[config.mk]
export PLATFORM = sky130hd
export DESIGN_NAME = i2s_tx_flat
export DESIGN_NICKNAME = d
export VERILOG_FILES = /design/src/rtl/i2s_tx_pkg.sv /design/src/rtl/i2s_tx_if.sv /design/src/rtl/i2s_tx_buf.sv /design/src/rtl/i2s_tx.sv /design/src/flat_wrapper.sv
export SDC_FILE = /design/constraint.sdc
export NUM_CORES = 1
export LEC_CHECK = 0
export CORE_UTILIZATION = 60
export DETAILED_ROUTE_END_ITERATION = 12
export DONT_BUFFER_PORTS = 1
export PLACE_DENSITY_LB_ADDON = 0.15
export REMOVE_ABC_BUFFERS = 1
export SKIP_LAST_GASP = 1
export SLEW_MARGIN = 20
export SYNTH_ARGS = -nofsm -noshare
export SYNTH_HDL_FRONTEND = slang
export SYNTH_SLANG_ARGS = --single-unit
[constraint.sdc]
create_clock -name sck -period 3.15 [get_ports sck]
set_clock_uncertainty 0.05 [all_clocks]
set_input_delay 0.63 -clock sck [delete_from_list [all_inputs] [get_ports sck]]
set_output_delay 0.63 -clock sck [all_outputs]
set_load 0.005 [all_outputs]
[src/rtl/i2s_tx_pkg.sv]
// Shared I2S definitions: channel encoding on ws and frame geometry helpers.
// The receive path imports the same package so both ends agree on framing.
package i2s_tx_pkg;

  localparam int unsigned DATA_W_DEF = 16;

  typedef enum logic {
    CH_LEFT  = 1'b0,
    CH_RIGHT = 1'b1
  } ws_e;

  function automatic int unsigned frame_len(input int unsigned dw);
    return 2 * dw;
  endfunction

  function automatic int unsigned cnt_w(input int unsigned dw);
    return $clog2(2 * dw);
  endfunction

endpackage

[src/rtl/i2s_tx_if.sv]
// Sample-source handshake plus serial outputs of the I2S transmitter.
// The source drives through master; the transmitter uses slave.
interface i2s_tx_if
  import i2s_tx_pkg::*;
#(
  parameter int unsigned DATA_W = DATA_W_DEF
);
  logic              en;
  logic [DATA_W-1:0] left_in;
  logic [DATA_W-1:0] right_in;
  logic              valid;
  logic              ready;
  logic              ws;
  logic              sd;
  logic              frame_st;
  logic              underrun;

  modport master (
    output en, left_in, right_in, valid,
    input  ready, ws, sd, frame_st, underrun
  );

  modport slave (
    input  en, left_in, right_in, valid,
    output ready, ws, sd, frame_st, underrun
  );
endinterface

[src/rtl/i2s_tx_buf.sv]
// One-entry holding register between the sample source and the frame shifter.
// Updates on the falling sck edge, like the rest of the transmitter.
module i2s_tx_buf #(
  parameter int unsigned W = 32
) (
  input  logic         sck_i,
  input  logic         rst_i,
  input  logic         valid_i,
  input  logic [W-1:0] data_i,
  output logic         ready_o,
  input  logic         pop_i,
  output logic         full_o,
  output logic [W-1:0] data_o
);
  logic         full_q, full_d;
  logic [W-1:0] data_q, data_d;
  logic         accept;

  assign accept = valid_i && !full_q;

  // Accept only happens while empty and pop only matters while full, so they never collide.
  always_comb begin
    full_d = full_q;
    data_d = data_q;
    if (accept) begin
      full_d = 1'b1;
      data_d = data_i;
    end else if (pop_i) begin
      full_d = 1'b0;
    end
  end

  always_ff @(negedge sck_i or posedge rst_i) begin
    if (rst_i) begin
      full_q <= 1'b0;
      data_q <= '0;
    end else begin
      full_q <= full_d;
      data_q <= data_d;
    end
  end

  assign ready_o = !full_q;
  assign full_o  = full_q;
  assign data_o  = data_q;
endmodule

[src/rtl/i2s_tx.sv]
// I2S (Philips) master transmitter: frame counter, frame shifter and registered
// ws/sd/frame_st/underrun outputs, all updated on the falling edge of sck.
module i2s_tx
  import i2s_tx_pkg::*;
#(
  parameter int unsigned DATA_W = DATA_W_DEF
) (
  input logic     sck,
  input logic     rst,
  i2s_tx_if.slave bus
);
  localparam int unsigned FRAME_LEN = frame_len(DATA_W);
  localparam int unsigned CNT_W     = cnt_w(DATA_W);
  localparam logic [CNT_W-1:0] CNT_LAST = CNT_W'(FRAME_LEN - 1);
  localparam logic [CNT_W-1:0] WS_FIRST = CNT_W'(DATA_W - 1);
  localparam logic [CNT_W-1:0] WS_LAST  = CNT_W'(FRAME_LEN - 2);

  logic [CNT_W-1:0]     cnt_q, cnt_d;
  logic [FRAME_LEN-1:0] shift_q, shift_d;
  ws_e                  ws_q, ws_d;
  logic                 sd_q, sd_d;
  logic                 fs_q, fs_d;
  logic                 ur_q, ur_d;

  logic                 advance;
  logic                 load;
  logic                 buf_full;
  logic [FRAME_LEN-1:0] buf_data;

  i2s_tx_buf #(.W(FRAME_LEN)) u_buf (
    .sck_i   (sck),
    .rst_i   (rst),
    .valid_i (bus.valid),
    .data_i  ({bus.left_in, bus.right_in}),
    .ready_o (bus.ready),
    .pop_i   (load),
    .full_o  (buf_full),
    .data_o  (buf_data)
  );

  // The counter parks on the last period when en is low, so a frame always completes.
  assign advance = bus.en || (cnt_q != CNT_LAST);
  assign load    = advance && (cnt_q == CNT_LAST);

  always_comb begin
    cnt_d   = cnt_q;
    shift_d = shift_q;
    ws_d    = CH_LEFT;
    sd_d    = 1'b0;
    fs_d    = 1'b0;
    ur_d    = 1'b0;
    if (advance) begin
      cnt_d = load ? '0 : cnt_q + 1'b1;
      if (cnt_d >= WS_FIRST && cnt_d <= WS_LAST) begin
        ws_d = CH_RIGHT;
      end
      if (load) begin
        // An empty buffer sends a silent frame; no bypass from the input pair.
        shift_d = buf_full ? {buf_data[FRAME_LEN-2:0], 1'b0} : '0;
        sd_d    = buf_full && buf_data[FRAME_LEN-1];
        fs_d    = 1'b1;
        ur_d    = !buf_full;
      end else begin
        sd_d    = shift_q[FRAME_LEN-1];
        shift_d = {shift_q[FRAME_LEN-2:0], 1'b0};
      end
    end
  end

  always_ff @(negedge sck or posedge rst) begin
    if (rst) begin
      cnt_q   <= CNT_LAST;
      shift_q <= '0;
      ws_q    <= CH_LEFT;
      sd_q    <= 1'b0;
      fs_q    <= 1'b0;
      ur_q    <= 1'b0;
    end else begin
      cnt_q   <= cnt_d;
      shift_q <= shift_d;
      ws_q    <= ws_d;
      sd_q    <= sd_d;
      fs_q    <= fs_d;
      ur_q    <= ur_d;
    end
  end

  assign bus.ws       = ws_q;
  assign bus.sd       = sd_q;
  assign bus.frame_st = fs_q;
  assign bus.underrun = ur_q;
endmodule

[src/flat_wrapper.sv]
// flat-port wrapper written by rule: the top's interface ports become plain ports
module i2s_tx_flat import i2s_tx_pkg::*;
#(
  parameter int unsigned DATA_W = DATA_W_DEF
)
  (sck, rst, bus_en, bus_left_in, bus_right_in, bus_valid, bus_ready, bus_ws, bus_sd, bus_frame_st, bus_underrun);
  i2s_tx_if #(.DATA_W(DATA_W)) bus_i ();
  input logic sck;
  input logic rst;
  input wire logic [$bits(bus_i.en)-1:0] bus_en;
  input wire logic [$bits(bus_i.left_in)-1:0] bus_left_in;
  input wire logic [$bits(bus_i.right_in)-1:0] bus_right_in;
  input wire logic [$bits(bus_i.valid)-1:0] bus_valid;
  output wire logic [$bits(bus_i.ready)-1:0] bus_ready;
  output wire logic [$bits(bus_i.ws)-1:0] bus_ws;
  output wire logic [$bits(bus_i.sd)-1:0] bus_sd;
  output wire logic [$bits(bus_i.frame_st)-1:0] bus_frame_st;
  output wire logic [$bits(bus_i.underrun)-1:0] bus_underrun;
  assign bus_i.en = bus_en;
  assign bus_i.left_in = bus_left_in;
  assign bus_i.right_in = bus_right_in;
  assign bus_i.valid = bus_valid;
  assign bus_ready = bus_i.ready;
  assign bus_ws = bus_i.ws;
  assign bus_sd = bus_i.sd;
  assign bus_frame_st = bus_i.frame_st;
  assign bus_underrun = bus_i.underrun;
  i2s_tx #(.DATA_W(DATA_W)) u_core (.sck(sck), .rst(rst), .bus(bus_i));
endmodule
== Word level (Yosys, flattened, before mapping) ==
Index checks and enable logic that the tools add are counted.

* Register bits after elaboration: 74
* Input bits: 36
* Output and inout port bits: 5
* Logic and storage cells: 33

* $add $sub $neg: 1
* $lt $le $gt $ge: 2
* Equality and inequality tests: 2
* Mux-type cells: 13
* Reductions and logical operators: 7

{| class="wikitable"
|+ Operators with widths
! cell !! number
|-
| two-way mux 32 bit || 2
|-
| two-way mux 1 bit || 10
|-
| adder 5 x 1 -> 5 bit (second input constant) || 1
|-
| == test 5 bit (second input constant) || 1
|-
| >= comparator 5 x 4 -> 1 bit (second input constant) || 1
|-
| less-or-equal comparator 5 bit (second input constant) || 1
|-
| two-way mux 5 bit || 1
|-
| inequality test 5 bit (second input constant) || 1
|-
| logical AND 1 bit || 4
|-
| nonzero test 2 bit || 1
|-
| logical NOT 1 bit || 1
|-
| logical OR 1 bit || 1
|}

== Logic depth before layout (Yosys ltp) ==
* Depth in word-level cells: 8
* Gate-level depth with buffers: 8
* Gate-level depth less buffers: 7

== Cells and area by module ==
A second synthesis with hierarchy kept.

* Cell total of the unflattened synthesis: 290
* Area, all modules: 3295.7 um^2

{| class="wikitable"
|+ By module, submodules not included
! module !! times used !! cells an instance !! area an instance (um^2) !! sequential area each (um^2)
|-
| i2s_tx || 1 || 217 || 1934.4 || 1007.2
|-
| i2s_tx_buf || 1 || 73 || 1361.3 || 825.8
|}

==> out/metrics.csv <==
stage,metric,value,unit
floorplan,Die Y,77.4,um
placement,post-DP HPWL,3.77,mm
global_routing,first-pass GRT wire length,10.1,mm
drt,Routed WL per cell,15.4,um
sta,Least-Margin Pin Slew,487,ps
cells_and_area,Diodes inserted,0,
floorplan,Starting Density,62.0,%
floorplan,Core Area,5510,um^2
global_routing,vias in the first global route,2152,
synth,multiplexer share of the synthesized area,10.6,%
cells_and_area,"commonest cells after routing, fill and taps aside","dfrtn_1 (68), a21oi_2 (39), nor2_1 (36)",
worst_setup_path,max incr delay on CP,420,ps
synth,ys flop type,dfrtn_1,
drt,drt first pass iters,4,
drt,number of routed nets with antenna violations,0,
clock_network,CTS resizes,0,
cells_and_area,"commonest non-fill, non-tap cell in the layout",dfrtn_1,
clock_network,Sink Count,73,
synth,"FFs w/ async S/R, synth",100,%
floorplan,I/O pin cnt,41,
worst_setup_path,WP data arrival,2370,ps
worst_setup_path,Buf/Inv on CP,1,
synth,Post-Syn Area per Cell,11.7,um^2
sta,Sum Neg Setup Slack,0,ps
cells_and_area,Final Non-Filler Cells,372,
clock_network,clock latency on the worst-skew pair,370,ps
synth,Mapped Cells,292,
worst_setup_path,Crit. Startpoint,u_core.u_buf.full_o,
synth,Post-Synth Adder-Cell Area,1.47,%
synth,Synth Area in Simple Gates,12.7,%
sta,Setup-failing EPs final,0,
min_path,HP Class,register to register,
sta,max-slew violation count,0,
placement,Placed Cells,352,
min_path,hold path depth,1,
synth,synth warn,0,
cells_and_area,P&R area growth vs syn,6.49,%
worst_setup_path,kind of critical path,register to output port,
clock_network,hold_buf cts,0,
worst_setup_path,"reg-to-reg slack, setup",750,ps
worst_setup_path,Critical Path Sink Type,output port,
power,worst vdd ir,524,uV
min_path,HP Start,u_core.u_buf.data_o[9],
sta,relative slew slack,67.6,%
worst_setup_path,"Cell Chain, Critical Path",inv_1,
synth,largest family of logic cells by synthesized area,compound AO/OA/AOI/OAI gates,
worst_setup_path,r2r worst-path depth,5,
cells_and_area,share of cells above drive strength 1,26.3,%
clock_network,cts bufs inserted,9,
power,Cell Pwr Density,942,nW/um^2
drt,via count,2081,
clock_network,Worst-path clk slew,50,ps
synth,Synth Area in Compound Gates,15.3,%
floorplan,site row count,27,
sta,Final Hold Fails,0,
sta,RSZ-0062 raised after global routing,false,
drt,Vias/cell,5.59,
cells_and_area,post-layout util,66.0,%
floorplan,Chip Width,77.4,um
worst_setup_path,Crit path max-delay family,flip-flops,
worst_setup_path,crit path max fanout,2,
global_routing,Global Route Usage Sum,21.9,%
worst_setup_path,"Req. time, crit path",2470,ps
cells_and_area,Total Nets Final,335,
cells_and_area,FF+latch area,1830,um^2
worst_setup_path,crit path launch type,register,
drt,DRT Wirelength,5.73,mm
clock_network,CTS tree,yes,
drt,drt initial violations,135,
floorplan,die area,5990,um^2
synth,Synth Area in XOR/XNOR,0.477,%
synth,distinct cell type count after synthesis,34,
placement,RePlAce Congestion,0.770,
clock_network,H-tree depth,3,
synth,Post-synth EDFFs,0,
flow_run,Max Cap Viol,0,
global_routing,GR Overflow Total,0,
clock_network,CTS Buffer Depth,2,
synth,Netlist Area Pre-Place,3410,um^2
synth,Seq cells post-synth,73,
drt,DRC violations left,0,
placement,Port Buf Inserts,0,
cells_and_area,fillcell total,434,
global_routing,initial antenna violation count,1,
clock_network,"Setup Fix Bufs, Post-CTS",0,
cells_and_area,area of the multi-input gates,1390,um^2
status,outcome,"complete, no violations",
min_path,WHS Endpoint,u_core.u_buf.data_o[9],
clock_network,Root Buffer,clkbuf_8,
global_routing,largest net degree at the start of global routing,41,
worst_setup_path,slowest cell on the critical path,dfrtn_1,
worst_setup_path,r2r endpoint,u_core.shift_q[8],
power,Lkg Pwr,1.54,nW
synth,register area share after synthesis,53.7,%
worst_setup_path,RR Startpoint,u_core.cnt_q[0],
[registers in the layout, indices dropped and copies added, names as in the netlist]
| signal | flops |
|---|---|
| u_core.bus.underrun | 1 |
| u_core.cnt_q | 5 |
| u_core.shift_q | 31 |
| u_core.u_buf.full_o | 1 |
| u_core.bus.ws | 1 |
| u_core.bus.frame_st | 1 |
| u_core.bus.sd | 1 |
| u_core.u_buf.data_o | 32 |
[area by class of cell]
class                      count  area share [%]
sequential                    73            50.4
multi-input combinational    191            38.3
clock buffer                  10            3.51
timing repair buffer           9            2.55
tap                           72            2.48
clock inverter                11            2.10
inverter                       6           0.620
[how the worst max path moves through the flow]
stage | slack (ps) | to | cells after the start
CTS | 90 | bus_ready | 1
global placement | 50 | u_core.u_buf.data_o[23] | 3
global route | 60 | bus_ready | 1
finish | 100 | bus_ready | 1
floorplan | -1230 | u_core.u_buf.data_o[4] | 2
detailed placement | 30 | u_core.u_buf.data_o[30] | 3
[report_power, final]
group / switching, mW / internal, mW
sequential: 0.277 / 1.42
combinational: 0.502 / 0.514
clock: 0.342 / 0.368
total: 1.12 / 2.30
[through the flow]
| stage | worst slack [ps] | power (mW) | cell area, um^2 | hold slack, ps |
|---|---|---|---|---|
| final | 98.3 | 3.42 | 3630 | 387 |
| after global routing | 62.4 | 3.68 | 3630 | 409 |
| after CTS | 88.8 | 3.46 | 3630 | 394 |
| after detailed placement | 26.3 | 2.75 | 3430 | 391 |
| after global placement | 45.1 | 2.68 | 3430 | 379 |
| after floorplan | -1230 | 2.49 | 3240 | 368 |
[cells in the mapped netlist (6+ instances only)]
master | instances | share of area (%)
a31oi_1 | 6 | 1.1
nand3_1 | 6 | 0.88
a21oi_1 | 13 | 1.9
nor2_1 | 36 | 4.0
buf_2 | 6 | 0.88
nand2b_1 | 7 | 1.3
clkbuf_1 | 6 | 0.66
mux2_1 | 29 | 9.6
a21oi_2 | 39 | 10
dfrtn_1 | 68 | 50
inv_1 | 7 | 0.77
nor2b_1 | 28 | 5.1
[routing by layer]
layer  GRT usage (%)  part of all wire (%)  up-vias
met1            28.7                    45     1024
met4            11.3                   2.9        2
met5               0                  0.23        -
li1                -                     -      993
met3            4.35                   3.0       16
met2            34.5                    48       46
[cells by family after synthesis]
kind of cell               count (synthesis)
DFF                                       73
xor gates and xnor gates                   1
and+or+nand+nor                           86
buffers and inverters                     28
AOI/OAI and AO/OA                         68
muxes                                     32
adders and majority gates                  4
Note: power is estimated with default switching activity, not from simulation.
